### src/rtl/reorder_buffer_if.sv
// Reorder buffer bus bundle: dispatcher allocation and operand queries,
// ALU/LSB writeback broadcast, and the commit/flush outputs.
// The reorder buffer connects through the slave modport; the surrounding
// pipeline (dispatcher, CDB, register file, LSB) uses the master modport.
interface reorder_buffer_if #(
  parameter int ROB_ADDR_W = 4
);
  // Dispatcher allocation
  logic                  dispatcher_en_in;
  logic [4:0]            dispatcher_rd_in;
  logic [1:0]            dispatcher_type_in;
  logic [31:0]           dispatcher_pc_in;
  logic                  dispatcher_pred_taken_in;
  logic [ROB_ADDR_W-1:0] dispatcher_tag_out;
  logic                  rob_full_out;

  // Operand queries
  logic [ROB_ADDR_W-1:0] dispatcher_q1_tag_in;
  logic [ROB_ADDR_W-1:0] dispatcher_q2_tag_in;
  logic                  dispatcher_q1_ready_out;
  logic                  dispatcher_q2_ready_out;
  logic [31:0]           dispatcher_q1_value_out;
  logic [31:0]           dispatcher_q2_value_out;

  // ALU writeback
  logic                  cdb_alu_en_in;
  logic [ROB_ADDR_W-1:0] cdb_alu_tag_in;
  logic [31:0]           cdb_alu_value_in;
  logic                  cdb_alu_taken_in;
  logic [31:0]           cdb_alu_target_in;

  // LSB writeback
  logic                  cdb_lsb_en_in;
  logic [ROB_ADDR_W-1:0] cdb_lsb_tag_in;
  logic [31:0]           cdb_lsb_value_in;

  // Commit outputs
  logic                  rob_en_out;
  logic [4:0]            rob_reg_pos_out;
  logic [ROB_ADDR_W-1:0] rob_dest_out;
  logic [31:0]           rob_value_out;
  logic                  lsb_store_commit_out;
  logic [ROB_ADDR_W-1:0] lsb_store_tag_out;
  logic                  rob_flush_out;
  logic [31:0]           rob_jump_pc_out;

  modport slave (
    input  dispatcher_en_in, dispatcher_rd_in, dispatcher_type_in,
           dispatcher_pc_in, dispatcher_pred_taken_in,
           dispatcher_q1_tag_in, dispatcher_q2_tag_in,
           cdb_alu_en_in, cdb_alu_tag_in, cdb_alu_value_in,
           cdb_alu_taken_in, cdb_alu_target_in,
           cdb_lsb_en_in, cdb_lsb_tag_in, cdb_lsb_value_in,
    output dispatcher_tag_out, rob_full_out,
           dispatcher_q1_ready_out, dispatcher_q2_ready_out,
           dispatcher_q1_value_out, dispatcher_q2_value_out,
           rob_en_out, rob_reg_pos_out, rob_dest_out, rob_value_out,
           lsb_store_commit_out, lsb_store_tag_out,
           rob_flush_out, rob_jump_pc_out
  );

  modport master (
    output dispatcher_en_in, dispatcher_rd_in, dispatcher_type_in,
           dispatcher_pc_in, dispatcher_pred_taken_in,
           dispatcher_q1_tag_in, dispatcher_q2_tag_in,
           cdb_alu_en_in, cdb_alu_tag_in, cdb_alu_value_in,
           cdb_alu_taken_in, cdb_alu_target_in,
           cdb_lsb_en_in, cdb_lsb_tag_in, cdb_lsb_value_in,
    input  dispatcher_tag_out, rob_full_out,
           dispatcher_q1_ready_out, dispatcher_q2_ready_out,
           dispatcher_q1_value_out, dispatcher_q2_value_out,
           rob_en_out, rob_reg_pos_out, rob_dest_out, rob_value_out,
           lsb_store_commit_out, lsb_store_tag_out,
           rob_flush_out, rob_jump_pc_out
  );
endinterface

### src/rtl/reorder_buffer.sv
// Circular reorder buffer: allocates entries in program order, captures
// ALU/LSB results, retires one entry per cycle in order and raises the
// pipeline flush on a branch mispredict found at commit.
// Optional feature macro: ROB_CDB_BYPASS_EN -- operand queries also see the
// CDB results broadcast in the same cycle (ALU over LSB). Undefined by default.
module reorder_buffer #(
  parameter int ROB_SIZE   = 16,
  parameter int ROB_ADDR_W = 4
) (
  input  logic               clk_in,
  input  logic               rst_in,
  input  logic               rdy_in,
  reorder_buffer_if.slave    bus
);

  localparam int DATA_W = 32;
  localparam logic [1:0] TYPE_REG    = 2'b00;
  localparam logic [1:0] TYPE_BRANCH = 2'b01;
  localparam logic [1:0] TYPE_STORE  = 2'b10;
  localparam logic [ROB_ADDR_W:0] FULL_COUNT = (ROB_ADDR_W+1)'(ROB_SIZE);

  // Control state (reset)
  logic [ROB_ADDR_W-1:0] head_q, head_d;
  logic [ROB_ADDR_W-1:0] tail_q, tail_d;
  logic [ROB_ADDR_W:0]   count_q, count_d;
  logic [ROB_SIZE-1:0]   valid_q, valid_d;
  logic [ROB_SIZE-1:0]   ready_q, ready_d;

  // Entry payload (not reset; only read behind valid/ready)
  logic [ROB_SIZE-1:0]   taken_q, taken_d;
  logic [ROB_SIZE-1:0]   pred_q, pred_d;
  logic [1:0]            type_q   [ROB_SIZE];
  logic [1:0]            type_d   [ROB_SIZE];
  logic [4:0]            rd_q     [ROB_SIZE];
  logic [4:0]            rd_d     [ROB_SIZE];
  logic [DATA_W-1:0]     pc_q     [ROB_SIZE];
  logic [DATA_W-1:0]     pc_d     [ROB_SIZE];
  logic [DATA_W-1:0]     value_q  [ROB_SIZE];
  logic [DATA_W-1:0]     value_d  [ROB_SIZE];
  logic [DATA_W-1:0]     target_q [ROB_SIZE];
  logic [DATA_W-1:0]     target_d [ROB_SIZE];

  // Registered commit/flush outputs
  logic                  rob_en_q, rob_en_d;
  logic [4:0]            reg_pos_q, reg_pos_d;
  logic [ROB_ADDR_W-1:0] dest_q, dest_d;
  logic [DATA_W-1:0]     commit_value_q, commit_value_d;
  logic                  store_commit_q, store_commit_d;
  logic [ROB_ADDR_W-1:0] store_tag_q, store_tag_d;
  logic                  flush_q, flush_d;
  logic [DATA_W-1:0]     jump_pc_q, jump_pc_d;

  logic full;
  logic alloc_ok;
  logic commit_ok;
  logic mispredict;

  assign full = (count_q == FULL_COUNT);

  // Next-state: writeback, allocation, in-order commit and mispredict clear
  always_comb begin
    head_d         = head_q;
    tail_d         = tail_q;
    count_d        = count_q;
    valid_d        = valid_q;
    ready_d        = ready_q;
    taken_d        = taken_q;
    pred_d         = pred_q;
    type_d         = type_q;
    rd_d           = rd_q;
    pc_d           = pc_q;
    value_d        = value_q;
    target_d       = target_q;
    rob_en_d       = 1'b0;
    reg_pos_d      = '0;
    dest_d         = '0;
    commit_value_d = '0;
    store_commit_d = 1'b0;
    store_tag_d    = '0;
    flush_d        = 1'b0;
    jump_pc_d      = '0;
    alloc_ok       = 1'b0;
    commit_ok      = 1'b0;
    mispredict     = 1'b0;

    // In the flush-output cycle the buffer is already empty and every
    // dispatch/writeback belongs to squashed work, so nothing is accepted.
    if (!flush_q) begin
      alloc_ok  = bus.dispatcher_en_in && !full;
      commit_ok = valid_q[head_q] && ready_q[head_q];

      // LSB first so that an ALU result to the same tag wins
      if (bus.cdb_lsb_en_in && valid_q[bus.cdb_lsb_tag_in]) begin
        ready_d[bus.cdb_lsb_tag_in] = 1'b1;
        value_d[bus.cdb_lsb_tag_in] = bus.cdb_lsb_value_in;
      end
      if (bus.cdb_alu_en_in && valid_q[bus.cdb_alu_tag_in]) begin
        ready_d[bus.cdb_alu_tag_in]  = 1'b1;
        value_d[bus.cdb_alu_tag_in]  = bus.cdb_alu_value_in;
        taken_d[bus.cdb_alu_tag_in]  = bus.cdb_alu_taken_in;
        target_d[bus.cdb_alu_tag_in] = bus.cdb_alu_target_in;
      end

      if (alloc_ok) begin
        valid_d[tail_q] = 1'b1;
        ready_d[tail_q] = 1'b0;
        type_d[tail_q]  = bus.dispatcher_type_in;
        rd_d[tail_q]    = bus.dispatcher_rd_in;
        pc_d[tail_q]    = bus.dispatcher_pc_in;
        pred_d[tail_q]  = bus.dispatcher_pred_taken_in;
        tail_d          = tail_q + 1'b1;
      end

      if (commit_ok) begin
        valid_d[head_q] = 1'b0;
        head_d          = head_q + 1'b1;
        case (type_q[head_q])
          TYPE_REG, TYPE_BRANCH: begin
            rob_en_d       = (rd_q[head_q] != 5'd0);
            reg_pos_d      = rd_q[head_q];
            dest_d         = head_q;
            commit_value_d = value_q[head_q];
          end
          TYPE_STORE: begin
            store_commit_d = 1'b1;
            store_tag_d    = head_q;
          end
          default: ;
        endcase
        mispredict = (type_q[head_q] == TYPE_BRANCH) &&
                     (taken_q[head_q] != pred_q[head_q]);
      end

      case ({alloc_ok, commit_ok})
        2'b10:   count_d = count_q + 1'b1;
        2'b01:   count_d = count_q - 1'b1;
        default: count_d = count_q;
      endcase

      // Everything younger than the mispredicted branch is squashed now
      if (mispredict) begin
        flush_d   = 1'b1;
        jump_pc_d = taken_q[head_q] ? target_q[head_q] : (pc_q[head_q] + 32'd4);
        head_d    = '0;
        tail_d    = '0;
        count_d   = '0;
        valid_d   = '0;
      end
    end
  end

  // Control state and registered outputs; reset wins over everything
  always_ff @(posedge clk_in) begin
    if (rst_in) begin
      head_q         <= '0;
      tail_q         <= '0;
      count_q        <= '0;
      valid_q        <= '0;
      ready_q        <= '0;
      rob_en_q       <= 1'b0;
      reg_pos_q      <= '0;
      dest_q         <= '0;
      commit_value_q <= '0;
      store_commit_q <= 1'b0;
      store_tag_q    <= '0;
      flush_q        <= 1'b0;
      jump_pc_q      <= '0;
    end else if (rdy_in) begin
      head_q         <= head_d;
      tail_q         <= tail_d;
      count_q        <= count_d;
      valid_q        <= valid_d;
      ready_q        <= ready_d;
      rob_en_q       <= rob_en_d;
      reg_pos_q      <= reg_pos_d;
      dest_q         <= dest_d;
      commit_value_q <= commit_value_d;
      store_commit_q <= store_commit_d;
      store_tag_q    <= store_tag_d;
      flush_q        <= flush_d;
      jump_pc_q      <= jump_pc_d;
    end
  end

  // Entry payload storage
  always_ff @(posedge clk_in) begin
    if (rdy_in) begin
      taken_q  <= taken_d;
      pred_q   <= pred_d;
      type_q   <= type_d;
      rd_q     <= rd_d;
      pc_q     <= pc_d;
      value_q  <= value_d;
      target_q <= target_d;
    end
  end

  logic              q1_ready, q2_ready;
  logic [DATA_W-1:0] q1_value, q2_value;

  // Operand lookup: stored result, optionally overridden by same-cycle CDB
  always_comb begin
    q1_ready = valid_q[bus.dispatcher_q1_tag_in] && ready_q[bus.dispatcher_q1_tag_in];
    q1_value = q1_ready ? value_q[bus.dispatcher_q1_tag_in] : '0;
    q2_ready = valid_q[bus.dispatcher_q2_tag_in] && ready_q[bus.dispatcher_q2_tag_in];
    q2_value = q2_ready ? value_q[bus.dispatcher_q2_tag_in] : '0;
`ifdef ROB_CDB_BYPASS_EN
    if (bus.cdb_lsb_en_in && bus.cdb_lsb_tag_in == bus.dispatcher_q1_tag_in) begin
      q1_ready = 1'b1;
      q1_value = bus.cdb_lsb_value_in;
    end
    if (bus.cdb_alu_en_in && bus.cdb_alu_tag_in == bus.dispatcher_q1_tag_in) begin
      q1_ready = 1'b1;
      q1_value = bus.cdb_alu_value_in;
    end
    if (bus.cdb_lsb_en_in && bus.cdb_lsb_tag_in == bus.dispatcher_q2_tag_in) begin
      q2_ready = 1'b1;
      q2_value = bus.cdb_lsb_value_in;
    end
    if (bus.cdb_alu_en_in && bus.cdb_alu_tag_in == bus.dispatcher_q2_tag_in) begin
      q2_ready = 1'b1;
      q2_value = bus.cdb_alu_value_in;
    end
`else
`endif
  end

  assign bus.dispatcher_tag_out      = tail_q;
  assign bus.rob_full_out            = full;
  assign bus.dispatcher_q1_ready_out = q1_ready;
  assign bus.dispatcher_q1_value_out = q1_value;
  assign bus.dispatcher_q2_ready_out = q2_ready;
  assign bus.dispatcher_q2_value_out = q2_value;
  assign bus.rob_en_out              = rob_en_q;
  assign bus.rob_reg_pos_out         = reg_pos_q;
  assign bus.rob_dest_out            = dest_q;
  assign bus.rob_value_out           = commit_value_q;
  assign bus.lsb_store_commit_out    = store_commit_q;
  assign bus.lsb_store_tag_out       = store_tag_q;
  assign bus.rob_flush_out           = flush_q;
  assign bus.rob_jump_pc_out         = jump_pc_q;

endmodule

### src/flat_wrapper.sv
// flat-port wrapper written by rule: the top's interface ports become plain ports
module reorder_buffer_flat 
#(
  parameter int ROB_SIZE   = 16,
  parameter int ROB_ADDR_W = 4
)
  (clk_in, rst_in, rdy_in, bus_dispatcher_en_in, bus_dispatcher_rd_in, bus_dispatcher_type_in, bus_dispatcher_pc_in, bus_dispatcher_pred_taken_in, bus_dispatcher_q1_tag_in, bus_dispatcher_q2_tag_in, bus_cdb_alu_en_in, bus_cdb_alu_tag_in, bus_cdb_alu_value_in, bus_cdb_alu_taken_in, bus_cdb_alu_target_in, bus_cdb_lsb_en_in, bus_cdb_lsb_tag_in, bus_cdb_lsb_value_in, bus_dispatcher_tag_out, bus_rob_full_out, bus_dispatcher_q1_ready_out, bus_dispatcher_q2_ready_out, bus_dispatcher_q1_value_out, bus_dispatcher_q2_value_out, bus_rob_en_out, bus_rob_reg_pos_out, bus_rob_dest_out, bus_rob_value_out, bus_lsb_store_commit_out, bus_lsb_store_tag_out, bus_rob_flush_out, bus_rob_jump_pc_out);
  reorder_buffer_if #(.ROB_ADDR_W(ROB_ADDR_W)) bus_i ();
  input  logic clk_in;
  input  logic rst_in;
  input  logic rdy_in;
  input wire logic [$bits(bus_i.dispatcher_en_in)-1:0] bus_dispatcher_en_in;
  input wire logic [$bits(bus_i.dispatcher_rd_in)-1:0] bus_dispatcher_rd_in;
  input wire logic [$bits(bus_i.dispatcher_type_in)-1:0] bus_dispatcher_type_in;
  input wire logic [$bits(bus_i.dispatcher_pc_in)-1:0] bus_dispatcher_pc_in;
  input wire logic [$bits(bus_i.dispatcher_pred_taken_in)-1:0] bus_dispatcher_pred_taken_in;
  input wire logic [$bits(bus_i.dispatcher_q1_tag_in)-1:0] bus_dispatcher_q1_tag_in;
  input wire logic [$bits(bus_i.dispatcher_q2_tag_in)-1:0] bus_dispatcher_q2_tag_in;
  input wire logic [$bits(bus_i.cdb_alu_en_in)-1:0] bus_cdb_alu_en_in;
  input wire logic [$bits(bus_i.cdb_alu_tag_in)-1:0] bus_cdb_alu_tag_in;
  input wire logic [$bits(bus_i.cdb_alu_value_in)-1:0] bus_cdb_alu_value_in;
  input wire logic [$bits(bus_i.cdb_alu_taken_in)-1:0] bus_cdb_alu_taken_in;
  input wire logic [$bits(bus_i.cdb_alu_target_in)-1:0] bus_cdb_alu_target_in;
  input wire logic [$bits(bus_i.cdb_lsb_en_in)-1:0] bus_cdb_lsb_en_in;
  input wire logic [$bits(bus_i.cdb_lsb_tag_in)-1:0] bus_cdb_lsb_tag_in;
  input wire logic [$bits(bus_i.cdb_lsb_value_in)-1:0] bus_cdb_lsb_value_in;
  output wire logic [$bits(bus_i.dispatcher_tag_out)-1:0] bus_dispatcher_tag_out;
  output wire logic [$bits(bus_i.rob_full_out)-1:0] bus_rob_full_out;
  output wire logic [$bits(bus_i.dispatcher_q1_ready_out)-1:0] bus_dispatcher_q1_ready_out;
  output wire logic [$bits(bus_i.dispatcher_q2_ready_out)-1:0] bus_dispatcher_q2_ready_out;
  output wire logic [$bits(bus_i.dispatcher_q1_value_out)-1:0] bus_dispatcher_q1_value_out;
  output wire logic [$bits(bus_i.dispatcher_q2_value_out)-1:0] bus_dispatcher_q2_value_out;
  output wire logic [$bits(bus_i.rob_en_out)-1:0] bus_rob_en_out;
  output wire logic [$bits(bus_i.rob_reg_pos_out)-1:0] bus_rob_reg_pos_out;
  output wire logic [$bits(bus_i.rob_dest_out)-1:0] bus_rob_dest_out;
  output wire logic [$bits(bus_i.rob_value_out)-1:0] bus_rob_value_out;
  output wire logic [$bits(bus_i.lsb_store_commit_out)-1:0] bus_lsb_store_commit_out;
  output wire logic [$bits(bus_i.lsb_store_tag_out)-1:0] bus_lsb_store_tag_out;
  output wire logic [$bits(bus_i.rob_flush_out)-1:0] bus_rob_flush_out;
  output wire logic [$bits(bus_i.rob_jump_pc_out)-1:0] bus_rob_jump_pc_out;
  assign bus_i.dispatcher_en_in = bus_dispatcher_en_in;
  assign bus_i.dispatcher_rd_in = bus_dispatcher_rd_in;
  assign bus_i.dispatcher_type_in = bus_dispatcher_type_in;
  assign bus_i.dispatcher_pc_in = bus_dispatcher_pc_in;
  assign bus_i.dispatcher_pred_taken_in = bus_dispatcher_pred_taken_in;
  assign bus_i.dispatcher_q1_tag_in = bus_dispatcher_q1_tag_in;
  assign bus_i.dispatcher_q2_tag_in = bus_dispatcher_q2_tag_in;
  assign bus_i.cdb_alu_en_in = bus_cdb_alu_en_in;
  assign bus_i.cdb_alu_tag_in = bus_cdb_alu_tag_in;
  assign bus_i.cdb_alu_value_in = bus_cdb_alu_value_in;
  assign bus_i.cdb_alu_taken_in = bus_cdb_alu_taken_in;
  assign bus_i.cdb_alu_target_in = bus_cdb_alu_target_in;
  assign bus_i.cdb_lsb_en_in = bus_cdb_lsb_en_in;
  assign bus_i.cdb_lsb_tag_in = bus_cdb_lsb_tag_in;
  assign bus_i.cdb_lsb_value_in = bus_cdb_lsb_value_in;
  assign bus_dispatcher_tag_out = bus_i.dispatcher_tag_out;
  assign bus_rob_full_out = bus_i.rob_full_out;
  assign bus_dispatcher_q1_ready_out = bus_i.dispatcher_q1_ready_out;
  assign bus_dispatcher_q2_ready_out = bus_i.dispatcher_q2_ready_out;
  assign bus_dispatcher_q1_value_out = bus_i.dispatcher_q1_value_out;
  assign bus_dispatcher_q2_value_out = bus_i.dispatcher_q2_value_out;
  assign bus_rob_en_out = bus_i.rob_en_out;
  assign bus_rob_reg_pos_out = bus_i.rob_reg_pos_out;
  assign bus_rob_dest_out = bus_i.rob_dest_out;
  assign bus_rob_value_out = bus_i.rob_value_out;
  assign bus_lsb_store_commit_out = bus_i.lsb_store_commit_out;
  assign bus_lsb_store_tag_out = bus_i.lsb_store_tag_out;
  assign bus_rob_flush_out = bus_i.rob_flush_out;
  assign bus_rob_jump_pc_out = bus_i.rob_jump_pc_out;
  reorder_buffer #(.ROB_SIZE(ROB_SIZE), .ROB_ADDR_W(ROB_ADDR_W)) u_core (.clk_in(clk_in), .rst_in(rst_in), .rdy_in(rdy_in), .bus(bus_i));
endmodule
### config.mk
export PLATFORM = sky130hd
export DESIGN_NAME = reorder_buffer_flat
export DESIGN_NICKNAME = d
export VERILOG_FILES = /design/src/rtl/reorder_buffer_if.sv /design/src/rtl/reorder_buffer.sv /design/src/flat_wrapper.sv
export SDC_FILE = /design/constraint.sdc
export NUM_CORES = 2
export LEC_CHECK = 0
export ABC_AREA = 1
export CAP_MARGIN = 10
export CORE_UTILIZATION = 45
export CTS_CLUSTER_SIZE = 10
export DETAILED_ROUTE_END_ITERATION = 7
export PLACE_DENSITY = 0.59
export SYNTH_ARGS = -nofsm -noshare
export SYNTH_HDL_FRONTEND = slang
export SYNTH_SLANG_ARGS = --single-unit
### constraint.sdc
create_clock -name clk_in -period 57.8 [get_ports clk_in]
set_input_delay 14.45 -clock clk_in [delete_from_list [all_inputs] [get_ports clk_in]]
set_output_delay 14.45 -clock clk_in [all_outputs]
set_load 0.005 [all_outputs]
Word level (Yosys, flattened, before mapping). Index checks and enable logic that the tools add are counted.

Flip-flop bits (word level): 1805. Bits in latches: 0. Bits in writable memories: 0. Memory bits (read-only): 0. Bits of input ports: 159. Output and inout bits: 151. Logic and storage cells: 278. Memories kept: 0.

$add $sub $neg: 5. Multiply operators: 0. Divide/modulo/power cells: 0. Order comparisons: 19. Equal/unequal tests: 6. Shift-type cells: 0. Mux-type cells: 112. Bitwise gates (word level): 14. Reduce and logical (&&, ||, !) cells: 27.

Operator list (count): 512-bit bitwise mux (4); 512-bit 2-to-1 mux (3); 32-bit 2-to-1 mux (21); 32-bit binary-select mux with 4-bit select (5); 32-bit demux with 4-bit select (3); 16-bit 2-to-1 mux (9); 80-bit bitwise mux (1); 16-bit OR (3); 1-bit binary-select mux with 4-bit select (10); 4-bit 2-to-1 mux (10); 5-bit 2-to-1 mux (7); 32-bit by 3-bit adder with 32-bit output (second input constant) (1); 16-bit bitwise AND (2); 16-bit bitwise mux (2); 32-bit bitwise mux (1); 16-bit NOT (2); 5-bit >= comparator (second input constant) (6); 4-bit by 5-bit < comparator with 1-bit output (second input constant) (6); 4-bit NOT with 5-bit output (6); 1-bit 2-to-1 mux (24); 5-bit binary-select mux with 4-bit select (1); 5-bit demux with 4-bit select (1); 1-bit demux with 4-bit select (4); 4-bit by 1-bit >= comparator with 1-bit output (second input constant) (4); other kinds (22) (47).

Depth between registers and ports, before layout.
Depth after elaboration: 12. Mapped depth: 21.

Least setup slack after synthesis. OpenSTA, ideal clock, no wires.

Kind: in2reg. Start point: in rdy_in. End point: reg u_core.ready_q[15]. Library setup time: 108 ps. Arrival time: 32055 ps. Data required time: 57692 ps. Slack: 25637 ps. Stages on the path: 8. Cell sequence: inv_2 nor2_2 inv_1 buf_1 clkbuf_1 nor2_1 a211oi_1 nor2_1.

Word-level cells in the longest chain between the ends: 1.

Ends and longest elaborated chain: from (decl) (line flat_wrapper.sv:11) `input logic rdy_in;`; 2-bit AND reduction (no source line); to (signal assigned) (line reorder_buffer.sv:173) `ready_q <= ready_d;`; to (decl) (line reorder_buffer.sv:27) `logic [ROB_SIZE-1:0] ready_q, ready_d;`.

No other way between the ends. A chain may end at the register's enable or synchronous reset.

Final worst setup path.
Start point: in bus_dispatcher_q1_tag_in[0]. End point: out bus_dispatcher_q1_value_out[0].

Word-level cells in the longest chain between the ends: 5. Elaborated cells on any way between the ends: 10.

Ends and longest elaborated chain: from (decl) (line flat_wrapper.sv:17) `input wire logic [$bits(bus_i.dispatcher_q1_tag_in)-1:0] bus_dispatcher_q1_tag_in;`; 4-bit NOT with 5-bit output (not written as such) (line reorder_buffer.sv:204) `q1_value = q1_ready ? value_q[bus.dispatcher_q1_tag_in] : '0;`; 32-bit binary-select mux with 4-bit select (line reorder_buffer.sv:204); 32-bit 2-to-1 mux (not written as such) (2 in a row) (line reorder_buffer.sv:204); 32-bit 2-to-1 mux (*) (line reorder_buffer.sv:204); to (decl) (line flat_wrapper.sv:31) `output wire logic [$bits(bus_i.dispatcher_q1_value_out)-1:0] bus_dispatcher_q1_value_out;`.

Mark *: on every way between the ends. The rest lies on a longest branch, timed or not. The select of a mux whose other input is x is not followed.

==> summary.md <==
| Metric | Value |
|---|---|
| Status | complete, no violations |
| All-Layer GR Usage | between 30% and 40% |
| Cell taking the most area after synthesis | edfxtp_1 |
| Post-CTS resize count | 0 |
| Hold depth | 2 |
| Final Util | 50.59% |
| Required @ worst endpoint | approximately 43,000 ps |
| Drt pass-1 iters | 8 |
| Core ar. | ~0.21 mm² |
| Post-CTS Hold Buffers | 0 |
| Max Slew Vio Count | 0 |
| WS Path Type | primary input to output pin |
| Async set-reset flop share out of synthesis | 0% |
| R2R depth | 18 |
| Top cells by area, synth | edfxtp_1, nand2_1, o21ai_0 |
| Synthesized area per cell | 8.957 µm² |
| Min-delay worst type | flip-flop to flip-flop |
| GRT overflow | 0 |
| Adder-cell share of the synthesized area | 0.1740% |
| Relative slew slack | 21.17% |
| Worst path max stage delay | ~820 ps |
| Number of flops mapped to enable cells by yosys | approximately 1,700 |
| Mapped Area | between 0.09 and 0.1 mm² |
| WL final | about 360,000 µm |
| Worst hold slack | around 460 ps |
| Setup Buffers After CTS | 0 |
| Mux contribution to synthesized area | 0% |
| Die Span Y | ~460 µm |
| H-Tree Level Count | 4 |
| Avg Vias per Cell | 6.178 |
| Post-DP HPWL | between 150,000 and 200,000 µm |
| #FFs+latches synth | around 1,800 |
| Pwr Density | between 20 and 30 mW/mm² |
| Area fraction in compound gates after synthesis | 21.84% |
| Register area share after synthesis | about 57% |
| Cells after Synth | between 10,000 and 15,000 |
| Initial Util | 45.47% |
| Area share of the largest cell type after synthesis | between 50% and 60% |
| Main synth FF type | edfxtp_1 |
| Post-Synth Simple-Gate Area | between 10 and 15% |
| Fin. Hold Viols | 0 |
| Worst r2r src | u_core.head_q[0] |
| Placed inst area | 0.09774 mm² |
| Die area | roughly 0.21 mm² |
| CP Launch Point | bus_dispatcher_q1_tag_in[0] |
| Die Wd | around 460 µm |
| Max IR drop VDD | 31.04 µV |
| Residual DRC count | 0 |
| Minimum clock period | between 30,000 and 40,000 ps |
| Max Cap Violations | 0 |
| Crit path max-delay family | buffers and inverters |
| CTS tree | built |
| TritonCTS Buffers | 208 |
| Clk sink count | about 1,800 |
| Hold wc startpoint | u_core.bus.rob_value_out[24] |
| Post-synth cell types | 50 |
| Yosys warns | 0 |
| Clock slew at reported path FFs | around 50 ps |
| Fin crit share | about 57% |
| RSZ-0062 raised after global routing | false |
| Syn nets | 10,610 |
| PortBufs | a little over 300 |
| Clk buf depth | 3 |
| Fillcell total | between 15,000 and 20,000 |
| Drt first-iter violations | ~11,000 |
| Antenna violations before repair | 35 |
| Proportion of layout cells with a drive suffix above 1 | under 10% |
| Antenna Violating Nets Remaining | 0 |
| Setup total negative slack | 0 ps |
| Reg2reg setup slack | slightly above 50,000 ps |
| Cells along the critical path | buf_8 > buf_4 > buf_4 > a21oi_1 > o21ai_0 > nand2_1 > o21ai_0 > a31oi_1 > a311oi_1 > clkdlybuf4s50_1 |
| WL per Instance | roughly 27 µm |
| Worst-Margin Slew | between 1000 and 1500 ps |
| Final GP Congestion | ~0.92 |
| Pin count of the biggest net entering global routing | 216 |
| Row count | 166 |
| Crit-path max FO | 100 |
| First-pass GRT wire length | between 500,000 and 600,000 µm |
| IO Pins | between 300 and 400 |
| Leak pwr | 39.12 nW |
| WP data arrival | about 19,000 ps |
| Largest family of logic cells by synthesized area | compound AO/OA/AOI/OAI gates |
| Post-route cell area | 0.1040 mm² |
| CP bufs+invs | 4 |
| Worst-skew pair later-pin latency | just under 900 ps |
| Fin Clk Skew | 73.59 ps |
| Xor/xnor share of the synthesized area | less than 1% |
| Fmax | between 0.03 and 0.04 GHz |
| Final nets | 10,410 |
| Final Setup Violations | 0 |
| Worst Hold Path EP | u_core.bus.rob_value_out[24] |
| Worst r2r dst | u_core.bus.rob_jump_pc_out[21] |
| DR vias | approximately 81,000 |
| Number of global-route vias before repair | 73,990 |
| CP endpoint kind | output pin |
| Critical path startpoint category | primary input |
| CTS root buffer | clkbuf_16 |
| CP max stage cell | buf_4 |
| Layout area overhead | 11.26% |
==> cells in the mapped netlist (all sizes together), types with 2 or more instances <==
library cell and n:
nand2 2168, edfxtp 1680, o21ai 1638, a21oi 1058, inv 907, nor2 695, clkbuf 495, buf 382
o211ai 308, nand3 253, o22ai 209, dfxtp 125, a32o 122, a31oi 97, nor3 60, a221oi 34
a22o 34, a22oi 33, nand4 27, a211oi 17, a41oi 14, a311oi 13, ha 13, o2111ai 8
o21a 7, xor2 7, o31ai 6, or2 5, a32oi 4, o21bai 4, and2 3, o221ai 3
xnor2 3, clkinv 2
==> through the flow <==
step                total power (W)  setup slack (ps)  std cells
floorplan                  0.001611             25640      10440
global placement           0.001685             24950      12720
detailed placement         0.001690             24940      12720
CTS                        0.002909             24930      13070
global route               0.002983             24560      13080
finish                     0.002903             24850      13090
==> layer usage <==
metal,share of wire [%],GRT usage [%],up-vias
met5,0.037,0,-
met4,6.7,20.09,20
met3,9.9,5.914,1094
met2,45,51.45,4800
met1,38,42.84,38660
li1,-,-,36280
==> worst reg2reg max path, stage by stage, from the launching register on <==
cell and delay, ps:
dfxtp_4 860, buf_4 840, buf_12 810, buf_4 1040
nor2_1 140, nor2_1 120, o21ai_0 90, o21ai_0 120
nand2_1 90, nand2_1 150, nor2_4 50, buf_4 260
xnor2_1 260, nand2_2 120, inv_2 130, nand2_4 300
nor2_1 780, nand2_1 330, a21oi_1 190
==> flip-flops by register name (all words and copies together) (netlist names), 4 cells and up <==
| signal | flops |
|---|---|
| u_core.bus.dispatcher_tag_out | 4 |
| u_core.bus.lsb_store_tag_out | 4 |
| u_core.bus.rob_dest_out | 4 |
| u_core.bus.rob_jump_pc_out | 32 |
| u_core.bus.rob_reg_pos_out | 5 |
| u_core.bus.rob_value_out | 32 |
| u_core.count_q | 5 |
| u_core.head_q | 4 |
| u_core.pc_q | 512 |
| u_core.pred_q | 16 |
| u_core.rd_q | 80 |
| u_core.ready_q | 16 |
| u_core.taken_q | 16 |
| u_core.target_q | 512 |
| u_core.type_q | 32 |
| u_core.valid_q | 16 |
| u_core.value_q | 512 |
==> logic make-up (layout without fill, tap and decap cells) <==
family,count (synthesis),count (layout)
AO/OA/AOI/OAI,3610,3610
XOR/XNOR,10,10
adder cells (fa/ha/maj),13,13
buffers and inverters,1786,1732
flip-flops,1805,1805
other,0,18
AND/OR/NAND/NOR,3213,3213
==> cell type report <==
cell class	count	area [µm²]	area share, %
inverters	909	3445	3.312
flip-flops and latches	1805	52960	50.91
clock inverters	32	486.7	0.4679
clock buffers	323	5728	5.507
repair buffers	468	4389	4.220
diodes	18	45.04	0.04330
well taps	2688	3363	3.233
multi-input cells	6846	33600	32.30
==> worst max path at each step <==
stage / cells after the start / slack (ps) / endpoint
5_1_grt: 10 / 24560 / bus_dispatcher_q1_value_out[0]
6_report: 10 / 24850 / bus_dispatcher_q1_value_out[0]
3_5_place_dp: 10 / 24940 / bus_dispatcher_q1_value_out[0]
4_1_cts: 10 / 24930 / bus_dispatcher_q1_value_out[0]
3_3_place_gp: 10 / 24950 / bus_dispatcher_q1_value_out[0]
2_1_floorplan: 8 / 25640 / u_core.ready_q[15]
==> cells in the final DEF (no fill, tap or decap), types with 36 or more instances in the layout <==
cell type        instances
clkbuf_1               107
dfxtp_1                123
nor2_1                 664
nor3_1                  60
inv_1                  864
o21ai_0               1596
clkbuf_16              209
clkdlybuf4s50_1        300
a31oi_1                 97
buf_4                  152
o211ai_1               308
a32o_1                 122
edfxtp_1              1680
inv_2                   36
o22ai_1                209
nand2_1               2144
a21oi_1               1058
nand3_1                242
o21ai_1                 42
==> power by group <==
| group | switching, W | total (W) | internal (W) |
|---|---|---|---|
| registers | 0.0000137 | 0.00147 | 0.00146 |
| clock network | 0.000549 | 0.00123 | 0.000685 |
| logic | 0.000137 | 0.000200 | 0.0000628 |
| total | 0.000700 | 0.00290 | 0.00220 |
(Power assumes the default switching activity.)
